[src/rtl/inst_fetch_unit.sv]
// Fetch-stage front end: PC register, single-outstanding instruction fetch and a small
// instruction buffer feeding decode over a valid/ready handshake, with redirect squashing.
module inst_fetch_unit #(
    parameter logic [31:0] RESET_PC   = 32'hBFC0_0000,
    parameter int unsigned FIFO_DEPTH = 2
) (
    input  logic        clk,
    input  logic        resetn,
    output logic        inst_req,
    output logic [31:0] inst_addr,
    input  logic        inst_addr_ok,
    input  logic        inst_data_ok,
    input  logic [31:0] inst_rdata,
    input  logic        redirect_valid,
    input  logic [31:0] redirect_pc,
    output logic        id_valid,
    input  logic        id_ready,
    output logic [31:0] id_instr,
    output logic [31:0] id_pc
);
    localparam int unsigned PTR_W = (FIFO_DEPTH > 1) ? $clog2(FIFO_DEPTH) : 1;
    localparam logic [PTR_W:0] DEPTH_C = (PTR_W+1)'(FIFO_DEPTH);

    typedef enum logic [1:0] {
        ST_REQ  = 2'd0,
        ST_WAIT = 2'd1,
        ST_DROP = 2'd2
    } state_t;

    state_t             state_r;
    logic [31:0]        pc_r;
    logic [31:0]        req_pc_r;
    logic [31:0]        buf_instr_r [FIFO_DEPTH];
    logic [31:0]        buf_pc_r    [FIFO_DEPTH];
    logic [PTR_W-1:0]   rd_ptr_r;
    logic [PTR_W-1:0]   wr_ptr_r;
    logic [PTR_W:0]     count_r;
    logic               id_valid_r;
    logic [31:0]        id_instr_r;
    logic [31:0]        id_pc_r;

    logic               pop_s;
    logic               credit_s;
    logic               inst_req_s;
    logic               addr_acc_s;
    logic               push_s;
    logic [PTR_W:0]     count_after_pop_s;
    logic [PTR_W:0]     count_nxt_s;
    logic [PTR_W-1:0]   rd_ptr_nxt_s;
    logic [PTR_W-1:0]   wr_ptr_nxt_s;
    logic [31:0]        head_instr_s;
    logic [31:0]        head_pc_s;

    // Handshake qualifiers; a same-cycle dequeue frees a slot for the credit check.
    always_comb begin
        pop_s      = id_valid_r & id_ready;
        credit_s   = (count_r < DEPTH_C) | pop_s;
        inst_req_s = resetn & (state_r == ST_REQ) & credit_s;
        addr_acc_s = inst_req_s & inst_addr_ok;
        push_s     = (state_r == ST_WAIT) & inst_data_ok & ~redirect_valid;
    end

    // Next buffer occupancy/pointers and the head word decode will see next cycle.
    always_comb begin
        count_after_pop_s = count_r - (PTR_W+1)'(pop_s);
        head_instr_s      = id_instr_r;
        head_pc_s         = id_pc_r;
        if (redirect_valid) begin
            count_nxt_s  = (PTR_W+1)'(0);
            rd_ptr_nxt_s = PTR_W'(0);
            wr_ptr_nxt_s = PTR_W'(0);
        end else begin
            count_nxt_s  = count_after_pop_s + (PTR_W+1)'(push_s);
            rd_ptr_nxt_s = rd_ptr_r + PTR_W'(pop_s);
            wr_ptr_nxt_s = wr_ptr_r + PTR_W'(push_s);
        end
        // An empty buffer keeps showing the last head; a push into an empty slot goes straight to the head.
        if (count_nxt_s != (PTR_W+1)'(0)) begin
            if (count_after_pop_s == (PTR_W+1)'(0)) begin
                head_instr_s = inst_rdata;
                head_pc_s    = req_pc_r;
            end else begin
                head_instr_s = buf_instr_r[rd_ptr_nxt_s];
                head_pc_s    = buf_pc_r[rd_ptr_nxt_s];
            end
        end else begin
            head_instr_s = id_instr_r;
            head_pc_s    = id_pc_r;
        end
    end

    // Buffer storage; contents are qualified by count_r so no reset is needed.
    always_ff @(posedge clk) begin
        if (push_s) begin
            buf_instr_r[wr_ptr_r] <= inst_rdata;
            buf_pc_r[wr_ptr_r]    <= req_pc_r;
        end
    end

    // Fetch FSM, PC, buffer bookkeeping and registered decode-side outputs.
    always_ff @(posedge clk) begin
        if (!resetn) begin
            state_r    <= ST_REQ;
            pc_r       <= RESET_PC;
            req_pc_r   <= 32'h0000_0000;
            rd_ptr_r   <= PTR_W'(0);
            wr_ptr_r   <= PTR_W'(0);
            count_r    <= (PTR_W+1)'(0);
            id_valid_r <= 1'b0;
            id_instr_r <= 32'h0000_0000;
            id_pc_r    <= 32'h0000_0000;
        end else begin
            case (state_r)
                ST_REQ: begin
                    if (addr_acc_s) begin
                        req_pc_r <= pc_r;
                        state_r  <= redirect_valid ? ST_DROP : ST_WAIT;
                    end
                end
                ST_WAIT: begin
                    if (inst_data_ok) begin
                        state_r <= ST_REQ;
                    end else if (redirect_valid) begin
                        state_r <= ST_DROP;
                    end
                end
                ST_DROP: begin
                    if (inst_data_ok) begin
                        state_r <= ST_REQ;
                    end
                end
                default: state_r <= ST_REQ;
            endcase

            if (redirect_valid) begin
                pc_r <= redirect_pc;
            end else if (addr_acc_s) begin
                pc_r <= pc_r + 32'd4;
            end

            rd_ptr_r   <= rd_ptr_nxt_s;
            wr_ptr_r   <= wr_ptr_nxt_s;
            count_r    <= count_nxt_s;
            id_valid_r <= (count_nxt_s != (PTR_W+1)'(0));
            id_instr_r <= head_instr_s;
            id_pc_r    <= head_pc_s;
        end
    end

    assign inst_req  = inst_req_s;
    assign inst_addr = pc_r;
    assign id_valid  = id_valid_r;
    assign id_instr  = id_instr_r;
    assign id_pc     = id_pc_r;

endmodule
[config.mk]
export PLATFORM = sky130hd
export DESIGN_NAME = inst_fetch_unit
export DESIGN_NICKNAME = d
export VERILOG_FILES = /design/src/rtl/inst_fetch_unit.sv
export SDC_FILE = /design/constraint.sdc
export NUM_CORES = 1
export LEC_CHECK = 0
export ABC_CLOCK_PERIOD_IN_PS = 4750
export BUFFER_PORTS_ARGS = -buffer_cell sky130_fd_sc_hd__clkbuf_2
export CAP_MARGIN = 20
export CORE_ASPECT_RATIO = 2
export CORE_MARGIN = 10
export CORE_UTILIZATION = 30
export DETAILED_ROUTE_END_ITERATION = 16
export PLACE_DENSITY_LB_ADDON = 0.1
export SKIP_LAST_GASP = 1
export SYNTH_ARGS = -nofsm -noshare
export SYNTH_HDL_FRONTEND = slang
export SYNTH_SLANG_ARGS = --single-unit
export TNS_END_PERCENT = 10
[constraint.sdc]
create_clock -name clk -period 4.75 [get_ports clk]
set_input_delay 0.2375 -clock clk [delete_from_list [all_inputs] [get_ports clk]]
set_output_delay 0.2375 -clock clk [all_outputs]
set_load 0.1 [all_outputs]
# --- After elaboration in Yosys (flattened, before gate mapping) ---
# Memory sizes are Yosys's and may differ from the RTL's.
# Cells that the tools add are included.
# Widths: inputs -> output; s select.
classes:
  n_addsub: 5
  order_cmp: 1
  n_bitwise: 9
  n_eq_ne: 5
  n_reduce_logical: 7
  muxes: 14
ops:
  columns: ["cell", "count"]
  rows:
  - ["$mux 32", 4]
  - ["$add 32x3->32 const B", 1]
  - ["$mux 2", 6]
  - ["$and 1x1->1", 6]
  - ["$pmux 2 s3", 1]
  - ["$logic_not 2->1", 2]
  - ["$ne 2x2->1 const B", 2]
  - ["$reduce_bool 2->1", 2]
  - ["$mux 1", 3]
  - ["$ne 3x3->1 const B", 1]
  - ["$reduce_and 3->1", 1]
  - ["$add 1x1->1", 2]
  - ["$add 2x1->2", 1]
  - ["$eq 2x1->1 const B", 1]
  - ["$eq 2x2->1 const B", 1]
  - ["$lt 2x2->1 const B", 1]
  - ["$not 1->1", 2]
  - ["$reduce_and 2->1", 1]
  - ["$reduce_or 2->1", 1]
  - ["$sub 2x1->2", 1]
  - ["$or 1x1->1", 1]
totals:
  in_bits: 70
  output_inout_bits: 98
  n_memories: 2
  ramBits: 128
  regBits: 135
  wordCells: 52
mem_list:
  columns: ["name", "depth", "word_bits", "rd", "rd_ports_with_merged_regs", "write_ports", "line", "text"]
  rows:
  - ["buf_instr_r", 2, 32, 1, 0, 1, "33", "logic [31:0] buf_instr_r [FIFO_DEPTH];"]
  - ["buf_pc_r", 2, 32, 1, 0, 1, "34", "logic [31:0] buf_pc_r [FIFO_DEPTH];"]

# --- Logic depth before layout (Yosys ltp) ---
# Gate-level depths: netlist of the first run.
depth:
  word_depth: 6
  depth_mapped: 12

# --- Worst setup path after synthesis of the first run ---
# Ideal clock, no wire load.
synth_path:
  kind: "in2reg"
  start: "input port redirect_valid"
  end: "memory buf_instr_r[1][0], enable pin"
  setup_time_ps: 429
  path_stages: 5
  arrival_ps: 2917
  path_slack_ps: 1404
  path_cell_list: "buf_2 buf_1 buf_1 nor4b_1 ha_1"
synth_between:
  elab_chain_len: 4
synth_rtl:
  columns: ["item", "line", "text"]
  rows:
  - ["start: declaration", "14", "input logic redirect_valid,"]
  - ["$not 1->1", "60", "push_s = (state_r == ST_WAIT) & inst_data_ok & ~redirect_valid;"]
  - ["$and 1x1->1", "60", null]
  - ["$mux 1", "94", "if (push_s) begin"]
  - ["$mux 1 (not written as such)", "95", "buf_instr_r[wr_ptr_r] <= inst_rdata;"]
  - ["end: declaration", "33", null]
# No other way between the ends.

# --- Worst setup path in the final report of the first run ---
layout_path:
  start: "register state_r[1]"
  end: "register id_instr_r[0] (netlist: id_instr[0])"
layout_between:
  elab_chain_len: 6
layout_rtl:
  columns: ["item", "line", "text"]
  rows:
  - ["start: declaration", "30", "state_t state_r;"]
  - ["start signal: assignment", "117", "state_r <= redirect_valid ? ST_DROP : ST_WAIT;"]
  - ["$eq 2x1->1", "60", null]
  - ["$and 1x1->1 (2 in a row)", "60", null]
  - ["$add 2x1->2", "73", "count_nxt_s = count_after_pop_s + (PTR_W+1)'(push_s);"]
  - ["$mux 2", "68", "if (redirect_valid) begin"]
  - ["$reduce_bool 2->1", "78", "if (count_nxt_s != (PTR_W+1)'(0)) begin"]
  - ["end signal: assignment", "145", "id_instr_r <= head_instr_s;"]
  - ["end: declaration", "39", "logic [31:0] id_instr_r;"]
# No other way between the ends.
# A chain may end at the register's enable or synchronous reset.

==> results.json, run 1 <==
{
  "synth_edf_count": 128,
  "gp_congestion": 0.750,
  "grt_start_max_net_pins": 65,
  "die_x_um": 152,
  "hold_start": "redirect_pc[14]",
  "fmax_mhz": 316,
  "layout-area-overhead-vs-synth_pct": 26.8,
  "grt_pass1_vias": 7870,
  "min_to": "inst_addr[14]",
  "placed_area_um2": 11800,
  "finalCritPeriodShare": 0.666,
  "place_inst": 1400,
  "crit_path_start_kind": "flip-flop",
  "numCtsBuffers": 26,
  "cts_buffer_depth": 3,
  "synth-seq-area-share": 0.623,
  "slowest_delay_ps": 920,
  "clkSinkCount": 263,
  "cp_slowest_cell": "nor4b_1",
  "syn-instance-count": 831,
  "yosysWarningCount": 0,
  "cts_root_buf": "clkbuf_16",
  "synthArstFlopShare": 0,
  "fin_crit_ps": 3170,
  "ir_drop_mv": 0.237,
  "first_iter_violations": 171,
  "cts_tree": "yes",
  "tightest_slew_ps": 1060,
  "clock_skew_ps": 10.9,
  "ctsHtreeMaxLevel": 1,
  "dp_slack_ps": 1550,
  "regArea_um2": 6550,
  "hold_path.class": "in2reg",
  "slew_headroom": 0.281,
  "hold_viol_final": 0,
  "dp_hpwl_mm": 19.5,
  "die_h_um": 285,
  "multi_input_area_um2": 3740,
  "instances_no_fill": 1508,
  "synthesis.nets": 905,
  "antenna_found_initial": 0,
  "nets": 1123,
  "io_pins": 168,
  "synth_top_area_frac": 0.366,
  "track_usage": 0.133,
  "path_clk_slew_ps": 60,
  "r2r_cells": 7,
  "p_per_area_nw_per_um2": 373,
  "grt_setup_unrepaired": "no",
  "gr-total-overflow": 0,
  "postSynthAreaPerCell_um2": 12.6,
  "seq_power_share": 0.494,
  "grt_first_pass_wirelength_mm": 46.4,
  "path_cells": "nor4b_1, ha_1, nor2b_1, and2_1, nor2_4, buf_12, o2bb2ai_1",
  "port-buffer-count": 167,
  "post-synth-top-area-cell": "edfxtp_1",
  "status": "finished, final reports clean",
  "die-area_um2": 43400,
  "netSwitchingFraction": 0.243,
  "diodes": 0,
  "insertion_delay_ps": 530,
  "internal-power_mw": 3.77,
  "core.rowCount": 96,
  "leakagePower_nw": 4.74,
  "layout-drive-gt1-share": 0.268,
  "ys_types": 53,
  "fillers": 3366,
  "viasPerCell": 4.85,
  "cp.arrival_ps": 3580,
  "final_area_um2": 13300,
  "drc": 0,
  "yosys_register_bits": 263,
  "cts_resized": 0,
  "synth.area.top_cells": "edfxtp_1 37%, dfxtp_1 26%, mux2i_1 6.4%",
  "worstReg2RegStart": "state_r[1]",
  "routedWlPerCell_um": 19.8,
  "comb_power_share": 0.086,
  "cp_max_fo": 42,
  "crit_required_ps": 5160,
  "synth_flop_cell": "dfxtp_1",
  "power_switching_mw": 1.21,
  "floorplan.initialDensity": 0.305,
  "finalSetupViolCount": 0,
  "crit_path_end_kind": "flip-flop",
  "r2r_setup_slack_ps": 1580,
  "ant_nets": 0,
  "cap_viol_max_count": 0,
  "fin_ws_ps": 1580,
  "vias": 7321,
  "wl_mm": 29.8,
  "netlist_area_um2": 10500,
  "r2r_end": "id_instr[0]",
  "holdWs_ps": 21.5,
  "pwr-share-clk": 0.420,
  "coreArea_um2": 34500,
  "hold_path_depth": 3,
  "path_class": "reg2reg",
  "drv_slew": 0,
  "finalSetupTns_ps": 0,
  "drt_first_pass_iters": 6
}
==> cells by family after synthesis <==
family,Yosys count,share of synthesized area
AOI/OAI and AO/OA,165,0.112
adders and majority gates,4,0.00476
muxes,132,0.135
and+or+nand+nor,181,0.0821
buffers and inverters,65,0.0256
DFF,263,0.623
xor gates and xnor gates,21,0.0175
==> sequential cells by signal (all words and copies together) (netlist names) <==
signal       count
req_pc_r        32
state_r          2
rd_ptr_r         1
inst_addr       32
count_r          2
id_valid         1
id_pc           32
buf_instr_r     64
id_instr        32
buf_pc_r        64
wr_ptr_r         1
==> routing by layer <==
metal | GRT usage | part of all wire | vias up
li1 | - | - | 3542
met1 | 0.151 | 0.41 | 3551
met2 | 0.243 | 0.52 | 190
met3 | 0.0266 | 0.051 | 38
met4 | 0.0423 | 0.023 | 0
met5 | 0 | 0 | -
==> repair_timing <==
action                     CTS  global route
setup endpoints to repair    0             0
hold endpoints to repair    98             0
hold buffers                62             0
setup buffers                0             0
==> power by group through the flow <==
| stage | sequential [mW] | clock [mW] | combinational, mW |
|---|---|---|---|
| global route | 2.46 | 2.25 | 0.461 |
| global placement | 2.51 | 0 | 0.394 |
| floorplan | 2.65 | 0 | 0.133 |
| finish | 2.46 | 2.09 | 0.429 |
| CTS | 2.46 | 2.17 | 0.437 |
| detailed placement | 2.51 | 0 | 0.395 |
==> cell usage in the layout (no fill, tap or decap), types with 29 or more instances in the layout <==
master / Yosys / layout
a21oi_1: 54 / 54
clkbuf_2: 0 / 167
dfxtp_1: 135 / 135
dlygate4sd3_1: 0 / 62
edfxtp_1: 128 / 128
mux2_2: 50 / 50
mux2i_1: 67 / 67
nand2_1: 84 / 84
nor2_1: 30 / 29
o2bb2ai_1: 64 / 64
==> worst max path at each step <==
stage | start | end | slack, ps | depth (start not counted)
2_1_floorplan | redirect_valid | buf_instr_r[1][0] | 1400 | 5
3_3_place_gp | inst_data_ok | id_pc[30] | 1530 | 9
3_5_place_dp | inst_data_ok | id_instr[0] | 1550 | 9
4_1_cts | state_r[1] | id_instr[3] | 1530 | 7
5_1_grt | state_r[1] | id_instr[3] | 1310 | 8
6_report | state_r[1] | id_instr[0] | 1580 | 7
==> layout make-up <==
| cell class | instances | share of cell area |
|---|---|---|
| inverter | 13 | 0.00366 |
| clock inverter | 11 | 0.0101 |
| clock buffer | 35 | 0.0545 |
| sequential | 263 | 0.491 |
| multi-input combinational | 503 | 0.280 |
| timing repair buffer | 242 | 0.119 |
| tap | 441 | 0.0414 |
==> synth_stat cells, types with 4 or more instances <==
cell / count
dfxtp_1: 135
nor2_1: 30
and3_1: 7
nor3_2: 5
edfxtp_1: 128
a31oi_1: 5
ha_1: 4
o2bb2ai_1: 64
nor3_1: 8
or3_1: 4
mux2_2: 50
nand2_1: 84
clkbuf_1: 27
and2_1: 4
inv_1: 13
o21ai_0: 12
nand4_1: 10
buf_1: 7
mux2i_1: 67
nand3_1: 16
xnor2_1: 15
mux2_1: 14
buf_2: 17
a21oi_1: 54
xor2_1: 6
==> stage by stage <==
stage                      util  total power [mW]
final                     0.387              4.97
after global placement    0.344              2.90
after CTS                 0.387              5.07
after floorplan               -              2.78
after detailed placement  0.344              2.90
after global routing      0.387              5.17
==> worst max-delay path: cells and delay by family, from the launching register on <==
kind                     cells  cell delay [ps]
AO/OA/AOI/OAI                1              100
flip-flops                   1              340
adder cells (fa/ha/maj)      1              370
AND/OR/NAND/NOR              4             1890
buffers and inverters        1              330
No activity file was read; power rests on OpenSTA's default activity.
==> inputs of run 2 (changes only) <==
- ABC_AREA: unset -> 1
- ABC_CLOCK_PERIOD_IN_PS: 4750 -> 3200
- clock period: 4.75 -> 3.2 ns (I/O delays scaled with it)
==> run 2 against run 1 <==
  * Total power increased by 55%
  * Sequential share of layout area decreased by 2.4 points
  * Cell area increased by 5.1%
  * Setup slack got worse by 810 ps
  * Synthesized cell count increased by 57%
  * Global-route usage increased by 1.1 points
  * Sequential power increased by 50%
  * Critical endpoint is now id_instr[23]
  * Largest cell class unchanged
==> results.json, run 2 <==
{
  "antenna_found_initial": 0,
  "first_iter_violations": 365,
  "die_x_um": 157,
  "reg.largest.list": "buf_instr_r (64), buf_pc_r (64)",
  "cp_max_fo": 63,
  "muxShareOfSynthArea": 0,
  "netlist_area_um2": 11200,
  "layout-area-overhead-vs-synth_pct": 24.9,
  "dp_slack_ps": 745,
  "cts_buffer_depth": 3,
  "regArea_um2": 6550,
  "synth_edf_count": 128,
  "cp.arrival_ps": 2910,
  "p_per_area_nw_per_um2": 549,
  "yosys.area_share.simple": 0.193,
  "finalPower_mw": 7.69,
  "clkSinkCount": 263,
  "grt_util_met2": 0.271,
  "cp_slowest_cell": "buf_4",
  "synth_adder_area_share": 0.00447,
  "insertion_delay_ps": 550,
  "synth_top_area_frac": 0.343,
  "numCtsBuffers": 26,
  "grt_start_max_net_pins": 65,
  "fin_crit_ps": 2430,
  "hold_path_depth": 3,
  "r2r_cells": 11,
  "yosysWarningCount": 0,
  "placed_area_um2": 12500,
  "holdWs_ps": 51.4,
  "synthTopCellsByCount": "309 x nand2_1, 184 x nor2_1, 138 x o21ai_0, 135 x dfxtp_1, 128 x edfxtp_1",
  "leakagePower_nw": 5.96,
  "diodes": 0,
  "multi_input_area_um2": 3890,
  "ant_nets": 0,
  "core.rowCount": 100,
  "hold_viol_final": 0,
  "ctsHtreeMaxLevel": 1,
  "routedWlPerCell_um": 16.8,
  "finalSetupViolCount": 0,
  "floorplan.initialDensity": 0.303,
  "fin_ws_ps": 774,
  "gr-total-overflow": 0,
  "cts_tree": "yes",
  "gp_congestion": 0.851,
  "viasPerCell": 4.56,
  "fmax_mhz": 412,
  "crit_path_end_kind": "flip-flop",
  "finalSetupTns_ps": 0,
  "cts_root_buf": "clkbuf_16",
  "path_class": "reg2reg",
  "synth_xor_area_frac": 0.0132,
  "die-area_um2": 46000,
  "critPathTopFamily": "buffers and inverters",
  "ys_types": 37,
  "synth.area.top_cells": "edfxtp_1 34%, dfxtp_1 24%, nand2_1 10%",
  "crit_required_ps": 3680,
  "vias": 9073,
  "grt_setup_unrepaired": "no",
  "critPathMostFrequentCell": "buf_4",
  "synthArstFlopShare": 0,
  "syn-instance-count": 1306,
  "ir_drop_mv": 0.316,
  "layout-drive-gt1-share": 0.164,
  "synth-seq-area-share": 0.584,
  "crit_path_start_kind": "flip-flop",
  "path_cells": "inv_2, nor4_1, buf_4, ha_1, xnor2_1, nand2_1, nand3_2, nand2_4, buf_4, o21ai_0, nor2_1",
  "use_met1": 0.157,
  "final_common_cell": "nand2_1",
  "io_pins": 168,
  "tightest_slew_ps": 731,
  "synth_compound_area_frac": 0.134,
  "synthesis.nets": 1380,
  "slew_headroom": 0.512,
  "drc": 0,
  "finalCritPeriodShare": 0.758,
  "final_area_um2": 14000,
  "mostFrequentLayoutCells": "309 x nand2_1, 184 x nor2_1, 166 x clkbuf_2, 138 x o21ai_0, 135 x dfxtp_1",
  "postSynthAreaPerCell_um2": 8.58,
  "fin_util": 0.378,
  "nets": 1586,
  "fillers": 3820,
  "cap_viol_max_count": 0,
  "instances_no_fill": 1991,
  "clock_skew_ps": 13.1,
  "slowest_delay_ps": 560,
  "grt_util_met3": 0.0227,
  "hold_path.class": "in2reg",
  "port-buffer-count": 167,
  "drv_slew": 0,
  "grt_pass1_vias": 9151,
  "wl_mm": 33.4,
  "busiest_layer": "met2",
  "die_h_um": 293,
  "synth_flop_cell": "dfxtp_1",
  "track_usage": 0.145,
  "drt_first_pass_iters": 4,
  "synth.most_common_cell": "nand2_1",
  "dp_hpwl_mm": 22.7,
  "post-synth-top-area-cell": "edfxtp_1",
  "crit_buf_inv": 3,
  "status": "finished, final reports clean",
  "cts_resized": 0,
  "place_inst": 1879,
  "yosys_register_bits": 263,
  "grt_first_pass_wirelength_mm": 52.6,
  "synth_top_family_by_area": "simple AND/OR/NAND/NOR gates",
  "path_clk_slew_ps": 60,
  "cp.depth": 11,
  "coreArea_um2": 37000
}
run 2: cell types whose count changed in the layout (fill, tap and decap cells not counted), moves of 11 or more:
cell / delta
o21ai_0: +126
mux2_2: -50
o21ai_1: +83
mux2_1: -14
nor2_1: +155
xnor2_1: -11
mux2i_1: -67
nand2_1: +225
o2bb2ai_1: -64
inv_1: +97
nand3_1: +12
run 2: repair_timing:
action	CTS	global route
hold buffers	64	0
hold endpoints to repair	128	0
buffers inserted	0	0
run 2: cell families (layout without fill, tap and decap cells):
group           after synthesis  count (layout)
buf+inv                     187             413
xor+xnor                     16              16
flops                       263             263
simple gates                542             542
compound gates              294             294
fa+ha+maj                     4               4
run 2: power by group:
part,switching (mW),internal [mW],leakage [nW],total [mW]
registers,0.0881,3.60,2.31,3.69
clock network,1.38,1.81,0.430,3.19
logic,0.599,0.216,3.22,0.816
total,2.06,5.63,5.96,7.69
run 2: worst min-delay path, stage by stage:
cell	delay, ps
clkbuf_2	80
o21ai_0	170
a21oi_1	150
run 2: worst paths after layout:
check,from,to,slack [ps]
hold reg to reg,req_pc_r[15],buf_pc_r[1][15],460
setup / recovery,state_r[0],id_instr[23],770
setup reg to reg,state_r[0],id_instr[23],770
hold / removal,redirect_pc[2],inst_addr[2],50
run 2: per-layer routing:
metal	vias to the layer above	wire (um)
li1	4686	-
met1	4160	13300
met2	178	17700
met3	49	1390
met4	0	1090
met5	-	0
run 2: cell type report:
type                       count  area share
inverter                     118      0.0318
timing repair buffer         247       0.119
clock inverter                14     0.00983
multi-input combinational    856       0.278
tap                          459      0.0410
sequential                   263       0.468
clock buffer                  34      0.0531
